`src/rtl/glitc_intercom_cmd_sequencer.sv`:
```
// Link command sequencer: per-slot fixed-priority choice of SYNC > PING > PONG > TRAIN, plus ping round-trip timing.
// Commands are registered on the slot_i edge (1-cycle latency). No backpressure: requests wait in pending flags.
module glitc_intercom_cmd_sequencer #(
    parameter int SYNC_INTERVAL = 1024,
    parameter int TRAIN_SLOTS   = 64,
    parameter int PING_TIMEOUT  = 255
) (
    input  logic       clk_i,
    input  logic       rst_i,
    input  logic       slot_i,
    input  logic       train_req_i,
    input  logic       ping_req_i,
    input  logic       ping_rcvd_i,
    input  logic       pong_rcvd_i,
    output logic       sync_o,
    output logic       ping_o,
    output logic       pong_o,
    output logic       train_o,
    output logic       busy_o,
    output logic       ping_ok_o,
    output logic       ping_timeout_o,
    output logic [7:0] latency_o
);

    localparam int SCW = (SYNC_INTERVAL > 2) ? $clog2(SYNC_INTERVAL) : 1;
    localparam logic [SCW-1:0] SYNC_LAST  = SCW'(SYNC_INTERVAL - 1);
    localparam logic [7:0]     TRAIN_LOAD = 8'(TRAIN_SLOTS);
    localparam logic [7:0]     TO_LAST    = 8'(PING_TIMEOUT - 1);

    typedef enum logic {
        PING_IDLE = 1'b0,
        PING_WAIT = 1'b1
    } ping_state_t;

    ping_state_t    r_ping_state;
    logic [SCW-1:0] r_sync_cnt;
    logic           r_sync_pend;
    logic           r_ping_pend;
    logic           r_pong_pend;
    logic [7:0]     r_train_cnt;
    logic [7:0]     r_lat_cnt;
    logic           r_sync;
    logic           r_ping;
    logic           r_pong;
    logic           r_train;
    logic           r_ping_ok;
    logic           r_ping_timeout;
    logic [7:0]     r_latency;

    logic       w_sync_wrap;
    logic       w_sync_elig;
    logic       w_train_elig;
    logic       w_gnt_sync;
    logic       w_gnt_ping;
    logic       w_gnt_pong;
    logic       w_gnt_train;
    logic       w_ping_accept;
    logic       w_timeout;
    logic [7:0] w_lat_step;

    // The slot on which the counter wraps carries its own SYNC, keeping the period at exactly SYNC_INTERVAL slots.
    assign w_sync_wrap  = slot_i && (r_sync_cnt == SYNC_LAST);
    assign w_sync_elig  = r_sync_pend | w_sync_wrap;
    assign w_train_elig = (r_train_cnt != 8'd0);

    assign w_gnt_sync  = slot_i & w_sync_elig;
    assign w_gnt_ping  = slot_i & ~w_sync_elig & r_ping_pend;
    assign w_gnt_pong  = slot_i & ~w_sync_elig & ~r_ping_pend & r_pong_pend;
    assign w_gnt_train = slot_i & ~w_sync_elig & ~r_ping_pend & ~r_pong_pend & w_train_elig;

    assign w_ping_accept = ping_req_i & ~r_ping_pend & (r_ping_state == PING_IDLE);

    // A PONG landing on a slot edge counts that slot, so the reported latency matches the timeout threshold.
    assign w_lat_step = r_lat_cnt + {7'd0, slot_i};
    assign w_timeout  = (r_ping_state == PING_WAIT) & slot_i & ~pong_rcvd_i & (r_lat_cnt == TO_LAST);

    always_ff @(posedge clk_i or posedge rst_i) begin
        if (rst_i) begin
            r_ping_state   <= PING_IDLE;
            r_sync_cnt     <= '0;
            r_sync_pend    <= 1'b0;
            r_ping_pend    <= 1'b0;
            r_pong_pend    <= 1'b0;
            r_train_cnt    <= 8'd0;
            r_lat_cnt      <= 8'd0;
            r_sync         <= 1'b0;
            r_ping         <= 1'b0;
            r_pong         <= 1'b0;
            r_train        <= 1'b0;
            r_ping_ok      <= 1'b0;
            r_ping_timeout <= 1'b0;
            r_latency      <= 8'd0;
        end else begin
            r_ping_ok      <= 1'b0;
            r_ping_timeout <= 1'b0;

            if (slot_i) begin
                r_sync     <= w_gnt_sync;
                r_ping     <= w_gnt_ping;
                r_pong     <= w_gnt_pong;
                r_train    <= w_gnt_train;
                r_sync_cnt <= w_sync_wrap ? '0 : r_sync_cnt + 1'b1;
            end

            r_sync_pend <= w_sync_elig & ~w_gnt_sync;

            if (w_gnt_ping) begin
                r_ping_pend <= 1'b0;
            end else if (w_ping_accept) begin
                r_ping_pend <= 1'b1;
            end

            r_pong_pend <= (r_pong_pend & ~w_gnt_pong) | ping_rcvd_i;

            if (train_req_i) begin
                r_train_cnt <= TRAIN_LOAD;
            end else if (w_gnt_train) begin
                r_train_cnt <= r_train_cnt - 8'd1;
            end

            case (r_ping_state)
                PING_IDLE: begin
                    if (w_gnt_ping) begin
                        r_ping_state <= PING_WAIT;
                        r_lat_cnt    <= 8'd0;
                    end
                end
                PING_WAIT: begin
                    if (pong_rcvd_i) begin
                        r_latency    <= w_lat_step;
                        r_ping_ok    <= 1'b1;
                        r_ping_state <= PING_IDLE;
                    end else if (w_timeout) begin
                        r_ping_timeout <= 1'b1;
                        r_ping_state   <= PING_IDLE;
                    end else if (slot_i) begin
                        r_lat_cnt <= r_lat_cnt + 8'd1;
                    end
                end
                default: r_ping_state <= PING_IDLE;
            endcase
        end
    end

    assign sync_o         = r_sync;
    assign ping_o         = r_ping;
    assign pong_o         = r_pong;
    assign train_o        = r_train;
    assign ping_ok_o      = r_ping_ok;
    assign ping_timeout_o = r_ping_timeout;
    assign latency_o      = r_latency;
    assign busy_o         = r_sync_pend | r_ping_pend | r_pong_pend | w_train_elig
                          | (r_ping_state == PING_WAIT);

endmodule
```
`config.mk`:
```
export PLATFORM = sky130hd
export DESIGN_NAME = glitc_intercom_cmd_sequencer
export DESIGN_NICKNAME = d
export VERILOG_FILES = /design/src/rtl/glitc_intercom_cmd_sequencer.sv
export SDC_FILE = /design/constraint.sdc
export NUM_CORES = 1
export LEC_CHECK = 0
export BUFFER_PORTS_ARGS = -buffer_cell sky130_fd_sc_hd__buf_2
export CORE_AREA = 5 5 66 79
export CTS_CLUSTER_DIAMETER = 150
export CTS_CLUSTER_SIZE = 14
export DETAILED_ROUTE_END_ITERATION = 10
export DIE_AREA = 0 0 71 84
export PLACE_DENSITY = 0.72
export SKIP_CTS_REPAIR_TIMING = 1
export SLEW_MARGIN = 0
export SYNTH_ARGS = -nofsm -noshare
export SYNTH_HDL_FRONTEND = slang
export SYNTH_SLANG_ARGS = --single-unit
```
`constraint.sdc`:
```
create_clock -name clk_i -period 2.15 [get_ports clk_i]
set_clock_uncertainty 0.2 [all_clocks]
set_input_delay 0.215 -clock clk_i [delete_from_list [all_inputs] [get_ports clk_i]]
set_output_delay 0.215 -clock clk_i [all_outputs]
set_load 0.01 [all_outputs]
```
==> metrics.yaml, run 1 <==
r2r.worst_path.cells: 7
yosysSeqAreaShare: 0.505
synth_cell_types: 48
die_h_um: 84
root_buffer: "clkbuf_8"
fillers: 401
setup_ws_ns: -0.189
rr_endpoint: "r_train_cnt[6]$_DFFE_PP0P_"
grt_pass1_wl_mm: 7.78
layout.cells.non_filler: 309
num_rows: 27
rsz0062_at_grt: "true"
hold_viol_final: 1
ant_nets: 0
synth_top_area_cell: "dfrtp_1"
ys_warn_count: 0
cts.clk_slew.worst_paths_ns: 0.08
synthTopCellsByArea: "dfrtp_1 (51%), ha_1 (3.4%), o21ai_0 (3.2%)"
clock.fmax_mhz: 428
maxCapViolations: 0
synth_edf_count: 0
dp_hpwl_mm: 3.15
hold_end: "r_sync_pend$_DFF_PP0_"
violations: "negative hold slack, negative setup slack"
htree_levels: 2
cts_tree: "yes"
hold_slack_ns: -0.00617
synth_cells: 209
drv_slew: 0
power_w: 0.00257
nNetsFinal: 263
worstHoldStart: "slot_i"
powerDensity_nw_per_um2: 982
area_growth_syn_to_layout_pct: 20.1
core_area_um2: 4460
place_area_um2: 2430
die_w_um: 71
drc: 0
cts_buffer_depth: 2
antenna_cells: 0
path_class: "register to output port"
grt_pass1_vias: 1628
power_leakage_nw: 1.22
synth_nets: 222
finalSetupViolations: 1
synthFlopType: "dfrtp_1"
grtUsageTotal: 0.161
netlist.area_leader.share: 0.505
die-area_um2: 5960
synth_area_um2: 2180
placed_cells_incl_taps: 296
grt_max_degree: 45
clkSinkCount: 44
ys_seq_elements: 44
final.min_clock_period_ns: 2.34
timing.rr.start: "r_train_cnt[0]$_DFFE_PP0P_"
synth_common_cells: "dfrtp_1 (44), nand2_1 (15), o21ai_0 (14)"
syn_avg_cell_area_um2: 10.4
slew_headroom: 0.622
crit_required_ns: 1.74
rrSetupSlack_ns: 0
status: "complete, but fails checks"
wl_per_cell_um: 14.9
antenna_found_initial: 0
first_pass_iters: 4
dr.first_iter.drc_count: 138
worst_pin_slew_ns: 0.566
avgViaCountPerCell: 5.58
drt_wl_total_mm: 4.62
numCtsBuffers: 5
ys_async_sr_fraction: 1.00
drive_gt1_frac: 0.243
io_pins: 22
ir_drop_mv: 0.390
final_area_um2: 2620
end_kind: "output port"
initial_core_util: 0.488
worstPathMaxFanout: 3
num_vias: 1724
gr-total-overflow: 0
multiInputGateArea_um2: 1030
register_area_um2: 1100
critPathLaunchType: "register"
hp-class: "primary input to register"
gp_congestion: 0.838
port_buffers: 21
whs_path_depth: 2
synth.most_common_cell: "dfrtp_1"
final.period_utilization: 1.09
clock_latency_ns: 0.29
worstPathArrival_ns: 1.92
-- layout by cell type, fill, tap and decap left out, types with 4 or more instances in the layout --
cell and n:
a21o_1 5, a21oi_1 8, buf_2 20, buf_4 20, clkbuf_8 6, dfrtp_1 44, ha_1 5, inv_1 5
nand2_1 15, nand3_1 13, nor2_1 10, nor3_1 4, o21ai_0 14, o31ai_1 4, xnor2_1 7, xor2_1 6
-- area by class of cell --
class                      count  area share
inverter                       8      0.0115
clock inverter                 1     0.00287
timing repair buffer          44       0.111
multi-input combinational    147       0.393
tap                           58      0.0277
clock buffer                   7      0.0330
sequential                    44       0.421
-- sequential cells by signal (all words and copies together) (netlist names), 8 cells and up --
name / count
r_train_cnt: 8
latency_o: 8
r_sync_cnt: 10
r_lat_cnt: 8
-- logic make-up after synthesis --
kind of cell	Yosys count	share of synthesized area
flops	44	0.505
buf+inv	18	0.0425
xor+xnor	13	0.0523
mux	4	0.0195
compound gates	53	0.168
fa+ha+maj	6	0.0345
simple gates	71	0.178
-- per-stage QoR --
stage                     setup WS [ns]  setup TNS [ns]   util  hold WS, ns
after floorplan                 0.00902               0      -        0.123
after global placement           0.0244               0  0.545        0.183
after detailed placement        -0.0369         -0.0427  0.545        0.185
after CTS                        -0.330          -0.393  0.566       -0.135
after global routing             -0.237          -0.366  0.587       0.0168
final                            -0.189          -0.189  0.587     -0.00617
-- worst max-delay path: stages, from the launching register on --
cell     delay [ns]
dfrtp_1        0.41
inv_2          0.09
ha_4           0.13
or3b_4         0.37
or4b_4         0.49
buf_6          0.13
-- metal layers --
metal	up-vias	global-route usage	share of wire
met4	0	0.0615	0.013
met3	5	0.0253	0.031
met2	34	0.260	0.50
li1	843	-	-
met1	842	0.215	0.46
met5	-	0	0
-- power breakdown --
part / switching (W) / internal [W]
clock: 0.000272 / 0.000261
sequential: 0.000237 / 0.00103
combinational: 0.000378 / 0.000392
-- worst max-delay path by stage --
| stage | start | end | slack [ns] | cells past startpoint |
|---|---|---|---|---|
| 2_1_floorplan | r_sync_cnt[0]$_DFFE_PP0P_ | r_train_cnt[2]$_DFFE_PP0P_ | 0.009 | 7 |
| 3_3_place_gp | r_train_cnt[0]$_DFFE_PP0P_ | r_train_cnt[6]$_DFFE_PP0P_ | 0.02 | 7 |
| 3_5_place_dp | r_train_cnt[0]$_DFFE_PP0P_ | r_train_cnt[6]$_DFFE_PP0P_ | -0.04 | 7 |
| 6_report | r_train_cnt[0]$_DFFE_PP0P_ | busy_o | -0.19 | 5 |
| 5_1_grt | r_train_cnt[0]$_DFFE_PP0P_ | busy_o | -0.24 | 5 |
| 4_1_cts | r_train_cnt[0]$_DFFE_PP0P_ | busy_o | -0.33 | 5 |
Power figures use the tool's default switching activity.
==> run 2, diff against run 1 <==
--- a/config.mk
+++ b/config.mk
@@ -12,6 +12,7 @@
 export DETAILED_ROUTE_END_ITERATION = 10
 export DIE_AREA = 0 0 71 84
 export PLACE_DENSITY = 0.72
+export RECOVER_POWER = 100
 export SKIP_CTS_REPAIR_TIMING = 1
 export SLEW_MARGIN = 0
 export SYNTH_ARGS = -nofsm -noshare
==> constraint.sdc (replaced) <==
create_clock -name clk_i -period 2.1 [get_ports clk_i]
set_clock_uncertainty 0.2 [all_clocks]
set_input_delay 0.21 -clock clk_i [delete_from_list [all_inputs] [get_ports clk_i]]
set_output_delay 0.21 -clock clk_i [all_outputs]
set_load 0.05 [all_outputs]
==> metrics.yaml, run 2 (synthesis results as in run 1) <==
num_vias: 1694  # -1.7%
cts.clk_slew.worst_paths_ns: 0.08  # about the same
netSwitchingFraction: 0.394  # +0.0491
power_frac_clock: 0.190  # -0.018
die_w_um: 71  # unchanged
rsz0062_at_grt: "true"
setup_tns_ns: -1.06  # -0.870 ns
antenna_found_initial: 0  # unchanged
setup_ws_ns: -0.248  # -0.0588 ns
path_cells: "inv_2 -> ha_4 -> or3b_4 -> or4b_4 -> buf_8"
die-area_um2: 5960  # unchanged
path_class: "register to output port"
first_pass_iters: 4  # unchanged
worstPathMaxFanout: 2  # -1
violations: "negative hold slack, negative setup slack"
power_leakage_nw: 1.20  # -1.5%
num_rows: 27  # unchanged
cp.depth: 5  # unchanged
grt_pass1_vias: 1774  # +9.0%
final.min_clock_period_ns: 2.35
gr-total-overflow: 0  # unchanged
nNetsFinal: 274  # +4.2%
final_common_cell: "dfrtp_1"
clock_latency_ns: 0.29  # about the same
path_delay_family: "simple AND/OR/NAND/NOR gates"
r2r.worst_path.cells: 7  # unchanged
combPwrFrac: 0.392  # +0.092
ant_nets: 0  # unchanged
final.period_utilization: 1.12
cts_tree: "yes"
root_buffer: "clkbuf_8"
antenna_cells: 0  # unchanged
largest_reg_flops: 10  # unchanged
worstPathArrival_ns: 1.94  # +0.02 ns
layout_common_cells: "dfrtp_1 (44), buf_4 (25), clkbuf_1 (22)"
slew_headroom: 0.506  # -0.116
gp_congestion: 0.810  # -3.3%
regMostFlops: "r_sync_cnt"
p_int_w: 0.00175  # +4.2%
hp-class: "primary input to register"
rr_endpoint: "r_train_cnt[4]$_DFFE_PP0P_"
cp-startpoint: "r_train_cnt[0]$_DFFE_PP0P_"
drc: 0  # unchanged
critPathLaunchType: "register"
grt_pass1_wl_mm: 8.09  # +3.9%
worstHoldStart: "train_req_i"
initial_core_util: 0.488  # unchanged
end_kind: "output port"
ir_drop_mv: 0.644  # +65%
clkSinkCount: 44  # unchanged
endpoint: "busy_o"
grt_max_degree: 23  # -49%
cts_buffer_depth: 2  # unchanged
grtUsageTotal: 0.168  # +0.00673
drive_gt1_frac: 0.210  # -0.0331
dp_hpwl_mm: 3.29  # +4.4%
powerDensity_nw_per_um2: 1080  # +10%
avgViaCountPerCell: 5.29  # -5.1%
core_area_um2: 4460  # unchanged
io_pins: 22  # unchanged
timing.rr.start: "r_train_cnt[0]$_DFFE_PP0P_"
numCtsBuffers: 5  # unchanged
wl_per_cell_um: 14.1  # -5.4%
cp.buffers_inverters: 2  # unchanged
hold_viol_final: 2  # +1
switchingPower_w: 0.00114  # +29%
die_h_um: 84  # unchanged
maxCapViolations: 0  # unchanged
port_buffers: 21  # unchanged
drv_slew: 0  # unchanged
clock.fmax_mhz: 426
finalSetupViolations: 12  # +11
drt_wl_total_mm: 4.52  # -2.1%
worst_pin_slew_ns: 0.736  # +0.170 ns
rrSetupSlack_ns: -0.01  # about the same
power_w: 0.00289  # +13%
cp_slowest_cell: "or4b_4"
area_growth_syn_to_layout_pct: 22.6
dr.first_iter.drc_count: 89  # -36%
p_seq_frac: 0.419  # -0.074
htree_levels: 2  # unchanged
hold_slack_ns: -0.00873  # -0.00255 ns
crit_path_max_incr_delay_ns: 0.50  # about the same
crit_required_ns: 1.69  # -0.05 ns
status: "complete, but fails checks"
## run 2: cell types whose count changed in the layout (fill, tap and decap cells not counted), sizes merged
| cell | delta |
|---|---|
| buf | -10 |
| clkbuf | +21 |
## run 2: how the worst min path moves through the flow
stage	end	slack [ns]	cells past startpoint
2_1_floorplan	r_pong_pend$_DFF_PP0_	0.12	1
3_3_place_gp	ping_ok_o$_DFF_PP0_	0.07	2
3_5_place_dp	ping_ok_o$_DFF_PP0_	0.08	2
4_1_cts	latency_o[3]$_DFFE_PP0P_	-0.25	2
5_1_grt	r_train_cnt[4]$_DFFE_PP0P_	0.008	2
6_report	r_train_cnt[5]$_DFFE_PP0P_	-0.009	2
## run 2: power groups by stage
stage	Combinational (W)	Sequential (W)	Clock, W
6_report	0.00113	0.00121	0.000549
5_1_grt	0.00126	0.00125	0.000607
4_1_cts	0.00115	0.00121	0.000573
3_5_place_dp	0.00114	0.00123	0
3_3_place_gp	0.00112	0.00122	0
2_1_floorplan	0.000521	0.00148	0
## run 2: final cells by class
| class | count | area, um^2 |
|---|---|---|
| Fill cell | 425 | 1790 |
| Sequential cell | 44 | 1100 |
| Multi-Input combinational cell | 147 | 1040 |
| Timing Repair Buffer | 55 | 337 |
| Clock buffer | 7 | 86.3 |
| Tap cell | 58 | 72.6 |
| Inverter | 8 | 30.0 |
| Clock inverter | 1 | 7.51 |
## run 2: per-stage QoR
step | util | std cells | setup slack, ns | instance area, um^2
finish | 0.599 | 320 | -0.248 | 2670
global route | 0.599 | 320 | -0.307 | 2670
CTS | 0.591 | 317 | -0.458 | 2630
detailed placement | 0.570 | 309 | -0.116 | 2540
global placement | 0.570 | 309 | -0.0830 | 2540
floorplan | - | 209 | -0.00283 | 2190
## run 2: per-layer routing
metal,vias up,part of all wire,track usage
met1,809,0.44,0.211
met5,-,0,0
met3,6,0.029,0.0349
met4,0,0.013,0.0530
met2,16,0.52,0.284
li1,863,-,-
## run 2: worst register-to-register path, cell delays in order, from the launching register on
cell	delay, ns
dfrtp_1	0.40
inv_2	0.08
ha_4	0.13
or3b_4	0.37
buf_4	0.15
nand3b_1	0.21
or3_1	0.36
a21oi_2	0.14
==> run 3, diff against run 2 <==
--- a/config.mk
+++ b/config.mk
@@ -6,11 +6,12 @@
 export NUM_CORES = 1
 export LEC_CHECK = 0
 export BUFFER_PORTS_ARGS = -buffer_cell sky130_fd_sc_hd__buf_2
-export CORE_AREA = 5 5 66 79
+export CORE_AREA = 4 4 65 78
 export CTS_CLUSTER_DIAMETER = 150
 export CTS_CLUSTER_SIZE = 14
 export DETAILED_ROUTE_END_ITERATION = 10
-export DIE_AREA = 0 0 71 84
+export DIE_AREA = 0 0 69 82
+export GPL_TIMING_DRIVEN = 1
 export PLACE_DENSITY = 0.72
 export RECOVER_POWER = 100
 export SKIP_CTS_REPAIR_TIMING = 1
==> metrics.yaml, run 3 (synthesis results as in run 1) <==
avgViaCountPerCell: 5.52  # +4.3%
hold_viol_final: 0  # -2
crit_required_ns: 1.69  # about the same
maxCapViolations: 0  # unchanged
wl_per_cell_um: 13.6  # -3.4%
final_common_cell: "dfrtp_1"
drt_wl_total_mm: 4.29  # -5.2%
nNetsFinal: 270  # -1.5%
numCtsBuffers: 5  # unchanged
hp-class: "primary input to register"
final.min_clock_period_ns: 2.33  # -0.0214 ns
grt_pass1_wl_mm: 7.59  # -6.1%
grt_pass1_vias: 1742  # -1.8%
dr.first_iter.drc_count: 44  # -51%
slew_headroom: 0.283  # -0.223
setup_tns_ns: -0.244  # +0.815 ns
core_area_um2: 4290  # -3.7%
drc: 0  # unchanged
largest_reg_flops: 10  # unchanged
end_kind: "output port"
drive_gt1_frac: 0.194  # -0.0161
gr-total-overflow: 0  # unchanged
area_growth_syn_to_layout_pct: 21.2
ir_drop_mv: 0.604  # -6.3%
port_buffers: 21  # unchanged
grt_max_degree: 45  # +96%
placed_cells_incl_taps: 301  # -2.6%
status: "complete, but fails checks"
die_w_um: 69  # -2.8%
finalSetupViolations: 4  # -8
cts_buffer_depth: 2  # unchanged
regMostFlops: "r_sync_cnt"
initial_core_util: 0.507  # +0.0188
die-area_um2: 5660  # -5.1%
path_class: "register to output port"
grtUsageTotal: 0.167  # -0.000870
num_vias: 1734  # +2.4%
worstPathMaxFanout: 2  # unchanged
dp_hpwl_mm: 3.06  # -7.0%
first_pass_iters: 5  # +1
worst_pin_slew_ns: 1.08  # +0.339 ns
clock_latency_ns: 0.29  # about the same
rsz0062_at_grt: "true"
critPathLaunchType: "register"
num_rows: 26  # -3.7%
root_buffer: "clkbuf_8"
violations: "negative setup slack"
gp_congestion: 0.812  # +0.19%
drv_slew: 0  # unchanged
setup_ws_ns: -0.226  # +0.0214 ns
power_leakage_nw: 1.19  # -0.63%
htree_levels: 2  # unchanged
ant_nets: 0  # unchanged
clock.fmax_mhz: 430  # +0.92%
die_h_um: 82  # -2.4%
cts.clk_slew.worst_paths_ns: 0.08  # about the same
io_pins: 22  # unchanged
clkSinkCount: 44  # unchanged
powerDensity_nw_per_um2: 1080  # -0.34%
layout_common_cells: "dfrtp_1 (44), buf_4 (22), clkbuf_1 (19)"
worstPathArrival_ns: 1.92  # -0.02 ns
cts_tree: "yes"
final.period_utilization: 1.11  # -0.0102
layout.cells.non_filler: 314  # -1.9%
antenna_found_initial: 0  # unchanged
antenna_cells: 0  # unchanged
==> run 3: area by class of cell <==
class,instances,area [um^2]
Clock buffer,7,86.3
Clock inverter,1,7.51
Fill cell,386,1650
Inverter,8,30.0
Multi-Input combinational cell,147,1030
Sequential cell,44,1100
Tap cell,56,70.1
Timing Repair Buffer,51,313
==> run 3: worst paths after layout <==
path | startpoint | to | slack, ns | cells after the start
max | r_train_cnt[0]$_DFFE_PP0P_ | busy_o | -0.23 | 5
min | slot_i | pong_o$_DFFE_PP0P_ | 0.02 | 3
max reg2reg | r_sync_cnt[0]$_DFFE_PP0P_ | r_train_cnt[3]$_DFFE_PP0P_ | -0.01 | 6
min reg2reg | r_sync_cnt[6]$_DFFE_PP0P_ | r_sync_cnt[6]$_DFFE_PP0P_ | 0.29 | 1
max in group asynchronous | rst_i | r_train_cnt[7]$_DFFE_PP0P_ | 0.45 | 4
min in group asynchronous | rst_i | ping_ok_o$_DFF_PP0_ | 0.59 | 4
==> run 3: metrics by stage <==
stage / setup WS (ns) / hold slack, ns / util / power, W / cell area (um^2)
detailed placement: -0.0926 / 0.172 / 0.580 / 0.00232 / 2490
floorplan: -0.00283 / 0.118 / - / 0.00200 / 2190
finish: -0.226 / 0.0173 / 0.615 / 0.00285 / 2640
global route: -0.283 / 0.0427 / 0.615 / 0.00306 / 2640
CTS: -0.427 / -0.153 / 0.602 / 0.00287 / 2590
global placement: -0.0864 / 0.174 / 0.580 / 0.00231 / 2490
==> run 3: report_power, final <==
part | total (W) | switching (W) | internal (W)
logic | 0.00104 | 0.000640 | 0.000398
registers | 0.00126 | 0.000210 | 0.00105
clock network | 0.000551 | 0.000283 | 0.000268
total | 0.00285 | 0.00113 | 0.00172
==> run 3: critical path, cell delays in order (launching register included) <==
cell	delay (ns)
dfrtp_1	0.39
inv_2	0.08
ha_4	0.12
or3b_4	0.37
or4b_4	0.49
buf_8	0.17
==> run 3: per-layer routing <==
| layer | up-vias | share of wire | global-route usage |
|---|---|---|---|
| met4 | 0 | 0.023 | 0.0723 |
| met1 | 826 | 0.44 | 0.181 |
| met2 | 26 | 0.51 | 0.310 |
| met3 | 14 | 0.029 | 0.0416 |
| li1 | 868 | - | - |
| met5 | - | 0 | 0 |
